<file path="config.mk">
export PLATFORM = sky130hd
export DESIGN_NAME = elevator_call_scheduler
export DESIGN_NICKNAME = d
export VERILOG_FILES = /design/src/rtl/elevator_call_scheduler.sv
export SDC_FILE = /design/constraint.sdc
export NUM_CORES = 1
export LEC_CHECK = 0
export BUFFER_PORTS_ARGS = -buffer_cell sky130_fd_sc_hd__buf_2
export CORE_MARGIN = 2
export CORE_UTILIZATION = 60
export DETAILED_ROUTE_END_ITERATION = 10
export GPL_ROUTABILITY_DRIVEN = 0
export GPL_TIMING_DRIVEN = 0
export HOLD_SLACK_MARGIN = 0.08
export PLACE_DENSITY_LB_ADDON = 0.1
export SKIP_CTS_REPAIR_TIMING = 1
export SLEW_MARGIN = 30
export SYNTH_ARGS = -nofsm -noshare
export SYNTH_HDL_FRONTEND = slang
export SYNTH_SLANG_ARGS = --single-unit
</file>
<file path="constraint.sdc">
create_clock -name clk -period 4.25 [get_ports clk]
set_clock_uncertainty 0.2 [all_clocks]
set_input_delay 0.85 -clock clk [delete_from_list [all_inputs] [get_ports clk]]
set_output_delay 0.85 -clock clk [all_outputs]
set_load 0.01 [all_outputs]
</file>
<file path="src/rtl/elevator_call_scheduler.sv">
// elevator_call_scheduler: latches hall/car call buttons into pending requests
// and feeds the elevator controller its next target floor in SCAN order.
module elevator_call_scheduler #(
  parameter int          NUM_FLOORS  = 8,
  parameter logic [31:0] DWELL_COUNT = 32'd10000000
) (
  input  logic                  clk,
  input  logic                  rst_n,
  input  logic [NUM_FLOORS-1:0] call_btn,
  input  logic [3:0]            current_floor,
  input  logic                  idle,
  output logic [3:0]            requested_floor,
  output logic [NUM_FLOORS-1:0] pending,
  output logic                  door_open,
  output logic                  dir_up
);

  typedef enum logic [1:0] {WAIT, MOVE, DWELL} state_t;

  localparam logic [4:0] FLOORS5    = 5'(NUM_FLOORS);
  localparam logic [3:0] LAST_FLOOR = 4'(NUM_FLOORS - 1);

  state_t                r_state;
  logic [31:0]           r_count;
  logic [NUM_FLOORS-1:0] r_sync1;
  logic [NUM_FLOORS-1:0] r_sync2;
  logic [NUM_FLOORS-1:0] r_prev;

  logic                  w_cfValid;
  logic [3:0]            w_floor;
  logic [NUM_FLOORS-1:0] w_cfMask;
  logic [NUM_FLOORS-1:0] w_rise;
  logic [NUM_FLOORS-1:0] w_set;
  logic [NUM_FLOORS-1:0] w_clr;
  logic                  w_atFloor;
  logic                  w_enterDwell;
  logic                  w_restart;
  logic                  w_dwellDone;
  logic                  w_hasAbove;
  logic                  w_hasBelow;
  logic [3:0]            w_above;
  logic [3:0]            w_below;
  logic [3:0]            w_target;
  logic                  w_nextDir;

  // Out-of-range floors never match a request but still steer as the top floor.
  assign w_cfValid = ({1'b0, current_floor} < FLOORS5);
  assign w_floor   = w_cfValid ? current_floor : LAST_FLOOR;

  always_comb begin
    w_cfMask = '0;
    for (int i = 0; i < NUM_FLOORS; i++) begin
      w_cfMask[i] = w_cfValid && (current_floor == 4'(i));
    end
  end

  assign w_rise       = r_sync2 & ~r_prev;
  assign w_atFloor    = |(pending & w_cfMask);
  assign w_enterDwell = ((r_state == WAIT) && w_atFloor) ||
                        ((r_state == MOVE) && idle && (current_floor == requested_floor) && w_atFloor);
  assign w_restart    = (r_state == DWELL) && |(w_rise & w_cfMask);
  assign w_dwellDone  = (r_state == DWELL) && !w_restart && (r_count == DWELL_COUNT - 32'd1);
  assign w_clr        = w_enterDwell ? w_cfMask : '0;
  assign w_set        = w_rise & ~((r_state == DWELL) ? w_cfMask : '0);

  // Descending scan leaves the nearest floor above; ascending the nearest below.
  always_comb begin
    w_hasAbove = 1'b0;
    w_above    = w_floor;
    w_hasBelow = 1'b0;
    w_below    = w_floor;
    for (int i = NUM_FLOORS - 1; i >= 0; i--) begin
      if (pending[i] && (4'(i) > w_floor)) begin
        w_hasAbove = 1'b1;
        w_above    = 4'(i);
      end
    end
    for (int i = 0; i < NUM_FLOORS; i++) begin
      if (pending[i] && (4'(i) < w_floor)) begin
        w_hasBelow = 1'b1;
        w_below    = 4'(i);
      end
    end
  end

  always_comb begin
    w_target  = w_floor;
    w_nextDir = dir_up;
    if (dir_up) begin
      if (w_hasAbove) begin
        w_target = w_above;
      end else if (w_hasBelow) begin
        w_target  = w_below;
        w_nextDir = 1'b0;
      end
    end else begin
      if (w_hasBelow) begin
        w_target = w_below;
      end else if (w_hasAbove) begin
        w_target  = w_above;
        w_nextDir = 1'b1;
      end
    end
  end

  always_ff @(posedge clk or negedge rst_n) begin
    if (!rst_n) begin
      r_sync1 <= '0;
      r_sync2 <= '0;
      r_prev  <= '0;
      pending <= '0;
    end else begin
      r_sync1 <= call_btn;
      r_sync2 <= r_sync1;
      r_prev  <= r_sync2;
      pending <= (pending | w_set) & ~w_clr;
    end
  end

  always_ff @(posedge clk or negedge rst_n) begin
    if (!rst_n) begin
      r_state         <= WAIT;
      r_count         <= '0;
      requested_floor <= '0;
      door_open       <= 1'b0;
      dir_up          <= 1'b1;
    end else begin
      case (r_state)
        WAIT, MOVE: begin
          if (w_enterDwell) begin
            door_open       <= 1'b1;
            r_count         <= '0;
            requested_floor <= current_floor;
            r_state         <= DWELL;
          end else if ((r_state == MOVE) || (|pending)) begin
            requested_floor <= w_target;
            dir_up          <= w_nextDir;
            r_state         <= MOVE;
          end else begin
            requested_floor <= current_floor;
          end
        end
        DWELL: begin
          // A fresh press at this floor keeps the door open for a full dwell.
          if (w_restart) begin
            r_count <= '0;
          end else if (w_dwellDone) begin
            door_open <= 1'b0;
            if (|pending) begin
              requested_floor <= w_target;
              dir_up          <= w_nextDir;
              r_state         <= MOVE;
            end else begin
              r_state <= WAIT;
            end
          end else begin
            r_count <= r_count + 32'd1;
          end
        end
        default: r_state <= WAIT;
      endcase
    end
  end

endmodule
</file>
==> impl_metrics.yaml, run 1 <==
routing:
  postRouteWirelength_um: 9600
  drc: 0
  drt-wirelength-per-cell_um: 17.1
  drt.antenna.violating_nets: 0
  drtPass1Iterations: 5
  initialDrtViolationCount: 386
  routed-via-count: 3551
  routed_via_density: 6.34
yosys:
  yosysUniqueCellTypes: 64
  async_flop_share: 1.00
  synth_top_area_share: 0.450
  synth.ff_latch_count: 72
  synth.cells.most_frequent: "sky130_fd_sc_hd__dfrtp_1, sky130_fd_sc_hd__nor2_1, sky130_fd_sc_hd__o21ai_0"
  dominant_register_cell_in_the_synthesized_netlist: "sky130_fd_sc_hd__dfrtp_1"
  postSynthNetCount: 454
  yosysWarnings: 0
  netlist_instances: 438
  synth.top_cells.by_area: "sky130_fd_sc_hd__dfrtp_1, sky130_fd_sc_hd__o21ai_0, sky130_fd_sc_hd__nor2_1, sky130_fd_sc_hd__xor2_1, sky130_fd_sc_hd__a21oi_1"
  yosysSeqAreaShare: 0.457
  post-synth-top-count-cell: "sky130_fd_sc_hd__dfrtp_1"
  mappedNetlistArea_um2: 3950
  synth-edff-count: 0
  mean_instance_size_in_the_synthesized_netlist_um2: 9.01
  synth.largest_area_cell: "sky130_fd_sc_hd__dfrtp_1"
critical_path:
  critPathCaptureType: "flop"
  timing.critical_path.to: "pending[2]"
  crit_type: "in2reg"
  regToRegStartpoint: "pending[4]"
  rr_endpoint: "pending[2]"
  start_kind: "primary input"
  r2r_slack_ps: 1370
  worst-endpoint-arrival_ps: 3120
  worst_ep_required_time_ps: 4300
  r2r.worst_path.cells: 10
  cp_max_fo: 10
  critPathLaunch: "current_floor[0]"
clocking:
  clock_tree.buffer_depth: 2
  cts.htree.levels: 3
  cts_buffers: 9
  clockRootBuffer: "sky130_fd_sc_hd__clkbuf_8"
  clock_tree_from_tritoncts: "done"
  clock_transition_at_the_registers_of_the_reported_paths_ps: 80
  numClockSinks: 72
  insertion_delay_ps: 370
place:
  pre_cts_ws_ps: 881
  io_buffer_count: 28
  numPlacedInstances: 544
  detailed_place_hpwl_um: 6650
timing:
  maxClockFrequency_mhz: 325
  timing_worst_slew_pin_value_ps: 668
  finalSetupTns_ps: 0
  setup_viol: 0
  finalCriticalPeriod_ps: 3070
  timing.final.hold_violations: 0
  max-slew-margin-rel: 0.555
  drv_slew: 0
  final.setup.worst_slack_ps: 1180
  timing.final.crit_share: 0.723
  rsz0062_at_grt: "false"
floorplan:
  fp.coreArea_um2: 6350
  placementRows: 29
  io_pins: 29
  die_height_um: 85.1
  die_width_um: 85.1
  die_area_um2: 7240
  effective_utilization_at_floorplan: 0.622
global_routing:
  grt_pass1_wl_um: 16400
  grt_max_degree: 43
  grt_antenna_before_repair: 0
  vias_in_the_first_global_route: 3308
  overflow_left_after_global_routing: 0
  grt_use_total: 0.287
final_layout:
  multi_input_area_um2: 1990
  antennaDiodeCount: 0
  fillers: 519
  synthToLayoutAreaGrowth_pct: 11.7
  final-instance-count-excl-fill: 560
  utilization: 0.694
  area.sequential_um2: 1800
  nNetsFinal: 494
  final_layout_size_suffix_gt1_frac: 0.139
run_status:
  outcome: "finished clean"
job:
  cap_viol_max_count: 0
pwr:
  leakage_power_nw: 1.84
  power_per_cell_area_nw_per_um2: 331
  vdd_ir_drop_max_mv: 0.321
min_path:
  holdPathStages: 0
  min-delay-path-class: "reg2reg"
==> metal layers <==
metal / track usage / share of wire
met1: 0.434 / 0.46
met2: 0.417 / 0.45
met3: 0.0584 / 0.073
met4: 0.0967 / 0.014
met5: 0 / 0
==> worst min path at each step <==
stage	startpoint	end	slack, ps
finish	r_sync1[2]	r_sync2[2]	160
global route	r_sync1[4]	r_sync2[4]	160
CTS	r_sync1[4]	r_sync2[4]	160
floorplan	r_sync1[0]	r_sync2[0]	130
detailed placement	r_sync1[1]	r_sync2[1]	130
global placement	r_sync1[0]	r_sync2[0]	130
==> kinds of logic after synthesis <==
group           synth area share
flops                      0.457
fa+ha+maj                0.00317
mux                       0.0101
buf+inv                   0.0384
compound gates             0.162
xor+xnor                  0.0532
simple gates               0.276
==> registers in the layout (all words and copies together) (netlist names) <==
signal,count
r_count,32
pending,8
r_prev,8
r_sync1,8
r_sync2,8
requested_floor,4
r_state,2
dir_up,1
door_open,1
==> cells in the final DEF, fill, tap and decap left out, drive strengths merged, types with 4 or more instances in the layout <==
master / count
a211oi: 5
a21oi: 28
and3: 10
buf: 42
clkbuf: 17
dfrtp: 71
inv: 17
mux2i: 4
nand2: 30
nand2b: 10
nand3: 24
nand4: 15
nor2: 46
nor2b: 9
nor3: 19
nor4: 7
o21a: 5
o21ai: 35
o31ai: 8
or3: 4
or4: 6
xnor2: 7
xor2: 17
==> critical path, stage by stage <==
cell,delay (ps)
sky130_fd_sc_hd__buf_2,110
sky130_fd_sc_hd__buf_2,230
sky130_fd_sc_hd__inv_1,190
sky130_fd_sc_hd__a211oi_1,340
sky130_fd_sc_hd__nor3_1,170
sky130_fd_sc_hd__a22oi_2,270
sky130_fd_sc_hd__buf_2,270
sky130_fd_sc_hd__buf_2,270
sky130_fd_sc_hd__nand2_1,150
sky130_fd_sc_hd__o21ai_0,190
sky130_fd_sc_hd__nand2_1,70
==> final cells by class <==
class                   instances  area share
multi-input cells             331       0.452
flip-flops and latches         72       0.409
repair buffers                 29      0.0369
clock buffers                   9      0.0281
plain buffers                  21      0.0224
well taps                      77      0.0219
clock inverters                 7      0.0179
inverters                      14      0.0119
==> report_power, final <==
group | internal [mW] | leakage (nW) | switching [mW]
clock network | 0.277 | 0.0929 | 0.287
registers | 0.719 | 0.885 | 0.0286
logic | 0.0577 | 0.860 | 0.0910
total | 1.05 | 1.84 | 0.407
==> through the flow <==
stage	power [mW]	hold slack, ps	cell area, um2
after detailed placement	0.907	135	4210
final	1.46	157	4410
after global routing	1.52	161	4410
after floorplan	0.853	131	3950
after global placement	0.898	131	4180
after CTS	1.47	160	4410
No activity file was read; power rests on OpenSTA's default activity.
==> run 2, diff against run 1 <==
CORE_UTILIZATION = 54   (was 60)
clock period = 2.5 ns   (was 4.25 ns; I/O delays follow)
==> run 2 against run 1 <==
The run now ends with negative setup slack left. Cell count up 10%. Combinational power up 100%. Critical path depth down 2. Global-route usage down 2.9 points. Setup slack worse by 1300 ps. Flip-flop and latch count unchanged. Hold slack worse by 6.0 ps. Critical path type is now reg2reg.
==> impl_metrics.yaml, run 2 (synthesis results as in run 1) <==
timing:
  finalCriticalPeriod_ps: 2610
  hold_ws_ps: 151
  timing_worst_slew_pin_value_ps: 654
  final.setup.worst_slack_ps: -112
  drv_slew: 0
  maxClockFrequency_mhz: 383
  timing.final.hold_violations: 0
  max-slew-margin-rel: 0.562
  rsz0062_at_grt: "true"
  timing.final.crit_share: 1.04
  setup_viol: 20
final_layout:
  nNetsFinal: 528
  final_layout_size_suffix_gt1_frac: 0.277
  synthToLayoutAreaGrowth_pct: 29.0
  most-common-layout-cells: "sky130_fd_sc_hd__dfrtp_1, sky130_fd_sc_hd__nor2_1, sky130_fd_sc_hd__o21ai_0"
  registers.top_by_ff_count: "r_count"
  largest_register_ffs: 32
  final-instance-count-excl-fill: 616
  utilization: 0.710
  antennaDiodeCount: 0
  mostFrequentLayoutCell: "sky130_fd_sc_hd__dfrtp_1"
critical_path:
  worst-endpoint-arrival_ps: 2650
  regToRegStartpoint: "r_count[14]"
  crit_type: "reg2reg"
  critPathCaptureType: "flop"
  cpMaxStageDelayCell: "sky130_fd_sc_hd__nor4b_1"
  path_delay_family: "simple AND/OR/NAND/NOR gates"
  critPathLaunch: "r_count[14]"
  cp_max_fo: 5
  worst-path-buf-inv: 2
  max_stage_delay_ps: 550
  critical_path.most_common_cell: "sky130_fd_sc_hd__buf_6"
  worstPathCellList: "nor4b_1, nand4_1, nor3_4, buf_6, nand3_4, buf_6, nand3_2, xor2_1, nor2_1"
  worst_ep_required_time_ps: 2530
  start_kind: "flop"
  r2r_slack_ps: -110
clocking:
  cts.htree.levels: 3
  clock_tree_from_tritoncts: "done"
  cts_buffers: 9
  clockRootBuffer: "sky130_fd_sc_hd__clkbuf_8"
  numClockSinks: 72
  clock_transition_at_the_registers_of_the_reported_paths_ps: 80
  insertion_delay_ps: 350
  clock_tree.buffer_depth: 2
global_routing:
  grt_antenna_before_repair: 0
  grt_pass1_wl_um: 15800
  grt_use_total: 0.259
  grt_max_degree: 39
  vias_in_the_first_global_route: 3159
  overflow_left_after_global_routing: 0
pwr:
  fin_total_pwr_mw: 2.53
  power_per_cell_area_nw_per_um2: 497
  leakage_power_nw: 2.07
  vdd_ir_drop_max_mv: 0.505
min_path:
  min-delay-path-class: "reg2reg"
  min-delay-start: "r_sync1[1]"
routing:
  drtPass1Iterations: 5
  routed_via_density: 6.00
  initialDrtViolationCount: 306
  postRouteWirelength_um: 10500
  drc: 0
  routed-via-count: 3699
  drt-wirelength-per-cell_um: 17.0
  drt.antenna.violating_nets: 0
place:
  io_buffer_count: 28
  pre_cts_ws_ps: -599
  numPlacedInstances: 566
  detailed_place_hpwl_um: 6790
job:
  cap_viol_max_count: 0
floorplan:
  effective_utilization_at_floorplan: 0.550
  fp.coreArea_um2: 7180
  io_pins: 29
  placementRows: 31
  die_width_um: 89.5
  die_height_um: 89.5
  die_area_um2: 8010
run_status:
  failed_checks: "negative setup slack"
  outcome: "finished, violations left"
-- run 2: layout make-up --
| cell class | count | area [um2] |
|---|---|---|
| buffer | 17 | 140 |
| timing repair buffer | 65 | 499 |
| clock buffer | 9 | 124 |
| sequential | 72 | 1810 |
| fill | 528 | 2080 |
| tap | 99 | 124 |
| multi-input combinational | 333 | 2260 |
| clock inverter | 7 | 80.1 |
| inverter | 14 | 56.3 |
-- run 2: per-stage QoR --
stage / setup TNS, ps / cell area [um2]
2_1_floorplan: -99.2 / 4000
3_3_place_gp: -16970 / 4260
3_5_place_dp: -17910 / 4280
4_1_cts: -6120 / 4490
5_1_grt: -4720 / 5090
6_report: -1410 / 5090
-- run 2: where the power goes --
part           leakage (nW)  switching [mW]  total (mW)  internal, mW
Clock                0.0964           0.493       0.965         0.471
Combinational          1.09           0.174       0.300         0.126
Sequential            0.882          0.0450        1.27          1.22
Total                  2.07           0.713        2.53          1.82
-- run 2: worst reg2reg max path, stage by stage, from the launching register on --
cell                      delay, ps
sky130_fd_sc_hd__dfrtp_1        430
sky130_fd_sc_hd__nor4b_1        550
sky130_fd_sc_hd__nand4_1        270
sky130_fd_sc_hd__nor3_4         290
sky130_fd_sc_hd__buf_6          150
sky130_fd_sc_hd__nand3_4        130
sky130_fd_sc_hd__buf_6          160
sky130_fd_sc_hd__nand3_2         70
sky130_fd_sc_hd__xor2_1         180
sky130_fd_sc_hd__nor2_1          70
-- run 2: metal layers --
layer / track usage / part of all wire
met1: 0.404 / 0.45
met5: 0 / 0
met2: 0.359 / 0.47
met4: 0.0773 / 0.0081
met3: 0.0545 / 0.068
-- run 2: worst paths after layout --
kind / to / depth (start not counted)
worst max-delay path: r_count[2] / 9
worst min-delay path: r_sync2[1] / 0
worst max register to register: r_count[2] / 9
worst min register to register: r_sync2[1] / 0
max in group asynchronous: r_count[2] / 3
min in group asynchronous: requested_floor[1] / 2
